## src/rtl/wb_pkg.sv

```systemverilog
`default_nettype none
// ============================================================================
// Module      : wb_pkg
// Description : Shared bus constants for the Wishbone-style interconnect:
//               data width, slot count, slave index map, bus error pattern.
// Revision    : 1.0 - initial release
// ============================================================================
package wb_pkg;

    localparam int WB_DW      = 32;
    localparam int NUM_SLAVES = 16;

    // Fixed slot assignment of the memory-mapped peripherals
    localparam int SLV_RAM     = 0;
    localparam int SLV_DISK    = 1;
    localparam int SLV_VRAM    = 2;
    localparam int SLV_KBD     = 3;
    localparam int SLV_COUNTER = 4;

    // Read data returned to the master when a transaction times out
    localparam logic [WB_DW-1:0] BUS_ERR_DATA = 32'hFFFF_FFFF;

endpackage : wb_pkg
`default_nettype wire

```

## src/rtl/wb_interconnect.sv

```systemverilog
`default_nettype none
// ============================================================================
// Module      : wb_interconnect
// Description : Single-master, multi-slave Wishbone-style interconnect.
//               Decodes the master address into a one-hot slave strobe,
//               latches the selected slot for the whole transaction, muxes the
//               selected ACK/read data back, and ends unacknowledged
//               transactions with a timeout bus error.
// Revision    : 1.0 - initial release
// ============================================================================
module wb_interconnect #(
    parameter int NUM_SLAVES = wb_pkg::NUM_SLAVES,
    parameter int SEL_MSB    = 31,
    parameter int SEL_LSB    = 28,
    parameter int TIMEOUT    = 255
) (
    input  logic                     clk,
    input  logic                     rst,
    input  logic                     master_STB,
    input  logic                     master_WE,
    input  logic [31:0]              master_ADDR,
    input  logic [31:0]              master_DAT_I,
    output logic [31:0]              master_DAT_O,
    output logic                     master_ACK,
    output logic                     master_ERR,
    output logic [NUM_SLAVES-1:0]    slave_STB,
    input  logic [NUM_SLAVES-1:0]    slave_ACK,
    output logic                     slave_WE,
    output logic [31:0]              slave_ADDR,
    output logic [31:0]              slave_DAT_O,
    input  logic [32*NUM_SLAVES-1:0] slave_DAT_I
);

    import wb_pkg::*;

    localparam int SEL_W = SEL_MSB - SEL_LSB + 1;

    // Timer is 8 bits; when the timeout is disabled it simply saturates at all-ones
    localparam logic       c_to_en     = (TIMEOUT != 0);
    localparam logic [7:0] c_timeout   = TIMEOUT[7:0];
    localparam logic [7:0] c_timer_max = c_to_en ? c_timeout : 8'hFF;

    logic             r_busy;
    logic [SEL_W-1:0] r_sel_q;
    logic [7:0]       r_timer;

    logic [SEL_W-1:0] w_sel;
    logic [31:0]      w_sel_ext;
    logic             w_mapped;
    logic             w_slave_ack;
    logic [31:0]      w_slave_dat;
    logic             w_timeout_hit;

    // Slot index: frozen once a transaction is in flight, else taken from the address
    assign w_sel     = r_busy ? r_sel_q : master_ADDR[SEL_MSB:SEL_LSB];
    assign w_sel_ext = {{(32-SEL_W){1'b0}}, w_sel};

    // Pick the selected slot's ACK and read data; unmapped slots read as no-ACK/zero
    always_comb begin
        w_mapped    = 1'b0;
        w_slave_ack = 1'b0;
        w_slave_dat = '0;
        for (int i = 0; i < NUM_SLAVES; i++) begin
            if (w_sel_ext == i) begin
                w_mapped    = 1'b1;
                w_slave_ack = slave_ACK[i];
                w_slave_dat = slave_DAT_I[32*i +: 32];
            end
        end
    end

    // A late ACK beats the timeout when both land in the same cycle
    assign w_timeout_hit = r_busy & c_to_en & (r_timer == c_timeout) & ~w_slave_ack;

    // One-hot strobe to the selected slot, withdrawn in the timeout cycle
    always_comb begin
        slave_STB = '0;
        for (int i = 0; i < NUM_SLAVES; i++) begin
            slave_STB[i] = master_STB & ~w_timeout_hit & w_mapped & (w_sel_ext == i);
        end
    end

    assign slave_WE    = master_STB & master_WE;
    assign slave_ADDR  = master_ADDR;
    assign slave_DAT_O = master_DAT_I;

    assign master_ACK = master_STB & (w_slave_ack | w_timeout_hit);
    assign master_ERR = master_STB & w_timeout_hit;

    // Read data back to the master: slave data on ACK, error pattern on timeout
    always_comb begin
        master_DAT_O = '0;
        if (master_STB && w_slave_ack) begin
            master_DAT_O = w_slave_dat;
        end else if (master_STB && w_timeout_hit) begin
            master_DAT_O = BUS_ERR_DATA;
        end
    end

    // Transaction tracking: latch slot on a multi-cycle request, count until ACK/timeout/abort
    always_ff @(posedge clk or posedge rst) begin
        if (rst) begin
            r_busy  <= 1'b0;
            r_sel_q <= '0;
            r_timer <= '0;
        end else if (!r_busy) begin
            if (master_STB && !w_slave_ack) begin
                r_busy  <= 1'b1;
                r_sel_q <= w_sel;
                r_timer <= 8'd1;
            end
        end else begin
            if (w_slave_ack || w_timeout_hit || !master_STB) begin
                r_busy  <= 1'b0;
                r_timer <= '0;
            end else if (r_timer != c_timer_max) begin
                r_timer <= r_timer + 8'd1;
            end
        end
    end

endmodule : wb_interconnect
`default_nettype wire

```

## config.mk

```make
export PLATFORM = sky130hd
export DESIGN_NAME = wb_interconnect
export DESIGN_NICKNAME = d
export VERILOG_FILES = /design/src/rtl/wb_pkg.sv /design/src/rtl/wb_interconnect.sv
export SDC_FILE = /design/constraint.sdc
export NUM_CORES = 1
export LEC_CHECK = 0
export BUFFER_PORTS_ARGS = -buffer_cell sky130_fd_sc_hd__buf_2
export CORE_AREA = 10 10 267 269
export DETAILED_ROUTE_END_ITERATION = 8
export DIE_AREA = 0 0 277 279
export PLACE_DENSITY = 0.38
export SLEW_MARGIN = 10
export SYNTH_ARGS = -nofsm -noshare
export SYNTH_HDL_FRONTEND = slang
export SYNTH_SLANG_ARGS = --single-unit
```

## constraint.sdc

```tcl
create_clock -name clk -period 2.7 [get_ports clk]
set_input_delay 0.27 -clock clk [delete_from_list [all_inputs] [get_ports clk]]
set_output_delay 0.27 -clock clk [all_outputs]
set_load 0.02 [all_outputs]
```

* Word-level counts from Yosys, hierarchy flattened
Cells that the tools add are included.
Word-level totals: logic and storage cells 118, input port bits 596, bits in registers 13, output and inout bits 115
Cells by class: reduce and logical (&&, ||, !) cells 11, bitwise operators 27, mux-type cells 58, add/sub/neg operators 1, equality and inequality tests 18
Operator list (number):
- $mux 32 | 18
- $mux 1 | 35
- $eq 4x4->1 const B | 8
- $logic_not 32->1 | 1
- $mux 8 | 4
- $and 1x1->1 | 23
- $eq 4x3->1 const B | 4
- $add 8x1->8 const B | 1
- $eq 4x2->1 const B | 2
- $eq 8x8->1 const B | 1
- $ne 8x8->1 const B | 1
- $eq 4x1->1 const B | 1
- $mux 4 | 1
- $reduce_and 2->1 | 2
- $logic_and 1x1->1 | 3
- $ne 3x1->1 const B | 1
- $not 1->1 | 3
- $logic_not 1->1 | 2
- $logic_or 1x1->1 | 2
- $reduce_bool 2->1 | 1
- $or 1x1->1 | 1

* Longest topological paths before layout
depth after elaboration 24, gate-level depth with buffers 12

* Worst setup path before layout
OpenSTA, ideal clock, no wires.
path kind flip-flop to output port, start point register r_busy, end point output port master_DAT_O[28], arrival 2656 ps, slack -226 ps, stages on the path, launching flop included 9, data required time 2430 ps, path through dfrtp_1 buf_6 nor3_2 a2bb2oi_4 a31oi_1 nor3b_1 a211oi_4 nand2_2 o41ai_1
On the way: word-level cells in the longest chain between the ends 23
RTL lines:
- from (decl) | line wb_interconnect.sv:43 | logic r_busy;
- from (signal assigned) | line wb_interconnect.sv:103 | r_busy <= 1'b0;
- from (signal assigned) | line wb_interconnect.sv:108 | r_busy <= 1'b1;
- from (signal assigned) | line wb_interconnect.sv:114 | r_busy <= 1'b0;
- $mux 4 | line wb_interconnect.sv:55 | assign w_sel = r_busy ? r_sel_q : master_ADDR[SEL_MSB:SEL_LSB];
- $logic_not 32->1 | line wb_interconnect.sv:64 | if (w_sel_ext == i) begin
- $mux 1 (16 in a row) | line wb_interconnect.sv:64
- $not 1->1 | line wb_interconnect.sv:73 | assign w_timeout_hit = r_busy & c_to_en & (r_timer == c_timeout) & ~w_slave_ack;
- $and 1x1->1 | line wb_interconnect.sv:73
- $logic_and 1x1->1 | line wb_interconnect.sv:95 | end else if (master_STB && w_timeout_hit) begin
- $mux 32 | line wb_interconnect.sv:95
- $mux 32 * | line wb_interconnect.sv:93 | if (master_STB && w_slave_ack) begin
- to (decl) | line wb_interconnect.sv:23 | output logic [31:0] master_DAT_O,
Every way passes the cells marked *; elsewhere a longest branch is shown, timed or not.

* Final worst setup path
start point register r_sel_q[1], end point output port master_DAT_O[29]
On the way: word-level cells in the longest chain between the ends 23
RTL lines:
- from (decl) | line wb_interconnect.sv:44 | logic [SEL_W-1:0] r_sel_q;
- from (signal assigned) | line wb_interconnect.sv:109 | r_sel_q <= w_sel;
- $mux 4 * | line wb_interconnect.sv:55
- $logic_not 32->1 | line wb_interconnect.sv:64
- $mux 1 (16 in a row) | line wb_interconnect.sv:64
- $not 1->1 | line wb_interconnect.sv:73
- $and 1x1->1 | line wb_interconnect.sv:73
- $logic_and 1x1->1 | line wb_interconnect.sv:95
- $mux 32 | line wb_interconnect.sv:95
- $mux 32 * | line wb_interconnect.sv:93
Marks and branches as above.

==> flow_summary.json <==
{
  "worst_slack_ps": -598,
  "ys_ff_latch": 13,
  "synth_edf_count": 0,
  "dp_hpwl_mm": 65.1,
  "async_reset_ff_share_pct": 100,
  "grtUsageMet1_pct": 22.2,
  "cts_max_path_buffers": 2,
  "area_growth_pct": 126,
  "cpPeakStageDelay_ps": 410,
  "fin_crit_sh_pct": 122,
  "routed_wl_mm": 75.9,
  "fill_cells": 7548,
  "drtIter0Drc": 976,
  "setup_viol": 54,
  "grt_pass1_vias": 11610,
  "hold_path_class": "in2async",
  "drive_gt1_share_pct": 67.2,
  "cts_tree": "yes",
  "ios": 711,
  "port_buffers": 590,
  "final_common_cell": "buf_2",
  "finalHoldViolations": 0,
  "fp.dieH_um": 279,
  "grt_usage_pct": 18.3,
  "drc": 0,
  "die_x_um": 277,
  "cp_data_required_time_ps": 2430,
  "final_antenna_net_count": 0,
  "start_util_pct": 8.69,
  "arrival_ps": 3030,
  "vias_per_cell": 4.49,
  "clk_latency_ps": 240,
  "cts_max_level": 1,
  "gr-total-overflow": 0,
  "start_kind": "flop",
  "ys.warnings.count": 0,
  "final_nets": 2130,
  "critPathCaptureType": "output pin",
  "fin_skew_ps": 2.16,
  "worst_pin_slew_ps": 601,
  "syn_inst": 809,
  "cts_sinks": 13,
  "die-area_um2": 77300,
  "ys_seq_area_share_pct": 5.71,
  "p_leak_nw": 5.88,
  "use_met2_pct": 31.3,
  "mostFrequentLayoutCells": "buf_2 (541), buf_4 (216), buf_6 (63)",
  "vias": 10781,
  "synthFlopType": "dfrtp_1",
  "violations": "setup timing",
  "post-place-ws_ps": -1130,
  "syn-mean-instance-area_um2": 7.05,
  "coreArea_um2": 65600,
  "drtPass1Iterations": 6,
  "grt_start_max_net_pins": 22,
  "num_rows": 94,
  "grt_most_used_layer": "met2",
  "grt_pass1_wl_mm": 99.8,
  "post-route-min-period_ps": 3300,
  "place.gp.congestion": 0.943,
  "grt_util_met3_pct": 4.36,
  "rsz0062_at_grt": "yes",
  "path_cells": "buf_6 -> buf_4 -> and3_2 -> o22a_4 -> buf_12 -> buf_4 -> a22oi_1 -> nand4_1 -> a211oi_1 -> o21a_1 -> o21ai_2 -> buf_6",
  "synth_nets": 1406,
  "cts_root_buf": "clkbuf_16",
  "worst_path_max_delay_cell": "dfrtp_1",
  "power_density_nw_per_um2": 785,
  "slew_violations": 0,
  "ir_drop_uv": 225,
  "path_class": "reg2out",
  "relSlewSlack_pct": 59.8,
  "antenna_found_initial": 24,
  "cap_violations": 0,
  "cts_buffers": 3,
  "timing.critical_path.fanout_max": 9,
  "netlist_area_um2": 5700,
  "whs_ps": 64.2,
  "ys_types": 82,
  "wl_per_cell_um": 31.6,
  "fmax_mhz": 303,
  "cts.reportedPaths.clkPinSlew_ps": 50,
  "run_status": "complete, but fails checks"
}
## repair_timing
| item | 4_1_cts | 5_1_grt |
|---|---|---|
| gates cloned | 4 | 0 |
| buffers inserted | 47 | 4 |
| endpoints found under the setup margin | 60 | 58 |
| gates resized for setup | 218 | 66 |
| pin swaps | 50 | 22 |
| hold buffers | 0 | 0 |
## final timing paths
check | from | end | slack (ps) | cells after the start
worst max-delay path | r_sel_q[1] | master_DAT_O[29] | -600 | 12
min in group clk | master_ADDR[30] | r_sel_q[2] | 470 | 2
worst max register to register | r_busy | r_timer[4] | -60 | 10
max in group asynchronous | rst | r_busy | 2250 | 2
worst min-delay path | rst | r_timer[3] | 60 | 2
worst min register to register | r_timer[1] | r_timer[1] | 520 | 1
## per-stage QoR
stage                     setup TNS [ps]  util (%)  power [mW]  cells  cell area, µm²
after floorplan                    -2450         -        3.90    809            5750
after global placement            -33030      17.0        8.18   2343           11200
after detailed placement          -29930      17.0        8.17   2343           11200
after CTS                         -24870      19.1        9.84   2393           12600
after global routing              -30160      19.6        10.7   2396           12900
final                             -24100      19.6        10.1   2399           12900
## where the power goes
part | internal [mW] | switching [mW]
clock | 0.199 | 0.0834
combinational | 4.47 | 5.02
sequential | 0.252 | 0.0927
total | 4.92 | 5.20
## state kept, by name (all words and copies together) (netlist names)
signal	flops
r_timer	8
r_sel_q	4
r_busy	1
## per-layer routing
metal / wire [µm] / share of wire (%)
met1: 31300 / 41
met2: 35600 / 47
met3: 5950 / 7.8
met4: 2930 / 3.9
met5: 81 / 0.11
## kinds of logic after synthesis
group	share of synthesized area (%)
buf+inv	17.3
fa+ha+maj	0.219
mux	1.49
xor+xnor	0.154
compound gates	51.1
flops	5.71
simple gates	23.9
## cell type report
cell class / count / area (µm²) / share of cell area [%]
clock buffers: 4 / 78.8 / 0.612
flip-flops and latches: 13 / 329 / 2.55
inverters: 25 / 98.8 / 0.767
well taps: 864 / 1080 / 8.39
repair buffers: 866 / 5970 / 46.3
multi-input cells: 624 / 5320 / 41.3
diodes: 3 / 7.51 / 0.0583
## cell usage after synthesis (all sizes together), types with 25 or more instances
master / number / area (µm²)
a211oi: 28 / 223
a21oi: 31 / 159
a221oi: 28 / 245
a222oi: 46 / 460
a22oi: 45 / 338
buf: 109 / 752
clkbuf: 38 / 143
inv: 25 / 93.8
nand2: 44 / 168
nor2: 57 / 224
o21ai: 35 / 194
o22ai: 49 / 325
## worst max-delay path: cells and delay by family, from the launching register on
| family | cells | cell delay [ps] |
|---|---|---|
| AOI/OAI and AO/OA | 5 | 1250 |
| buffers and inverters | 5 | 710 |
| and+or+nand+nor | 2 | 420 |
| DFF | 1 | 410 |
(Power assumes the default switching activity.)
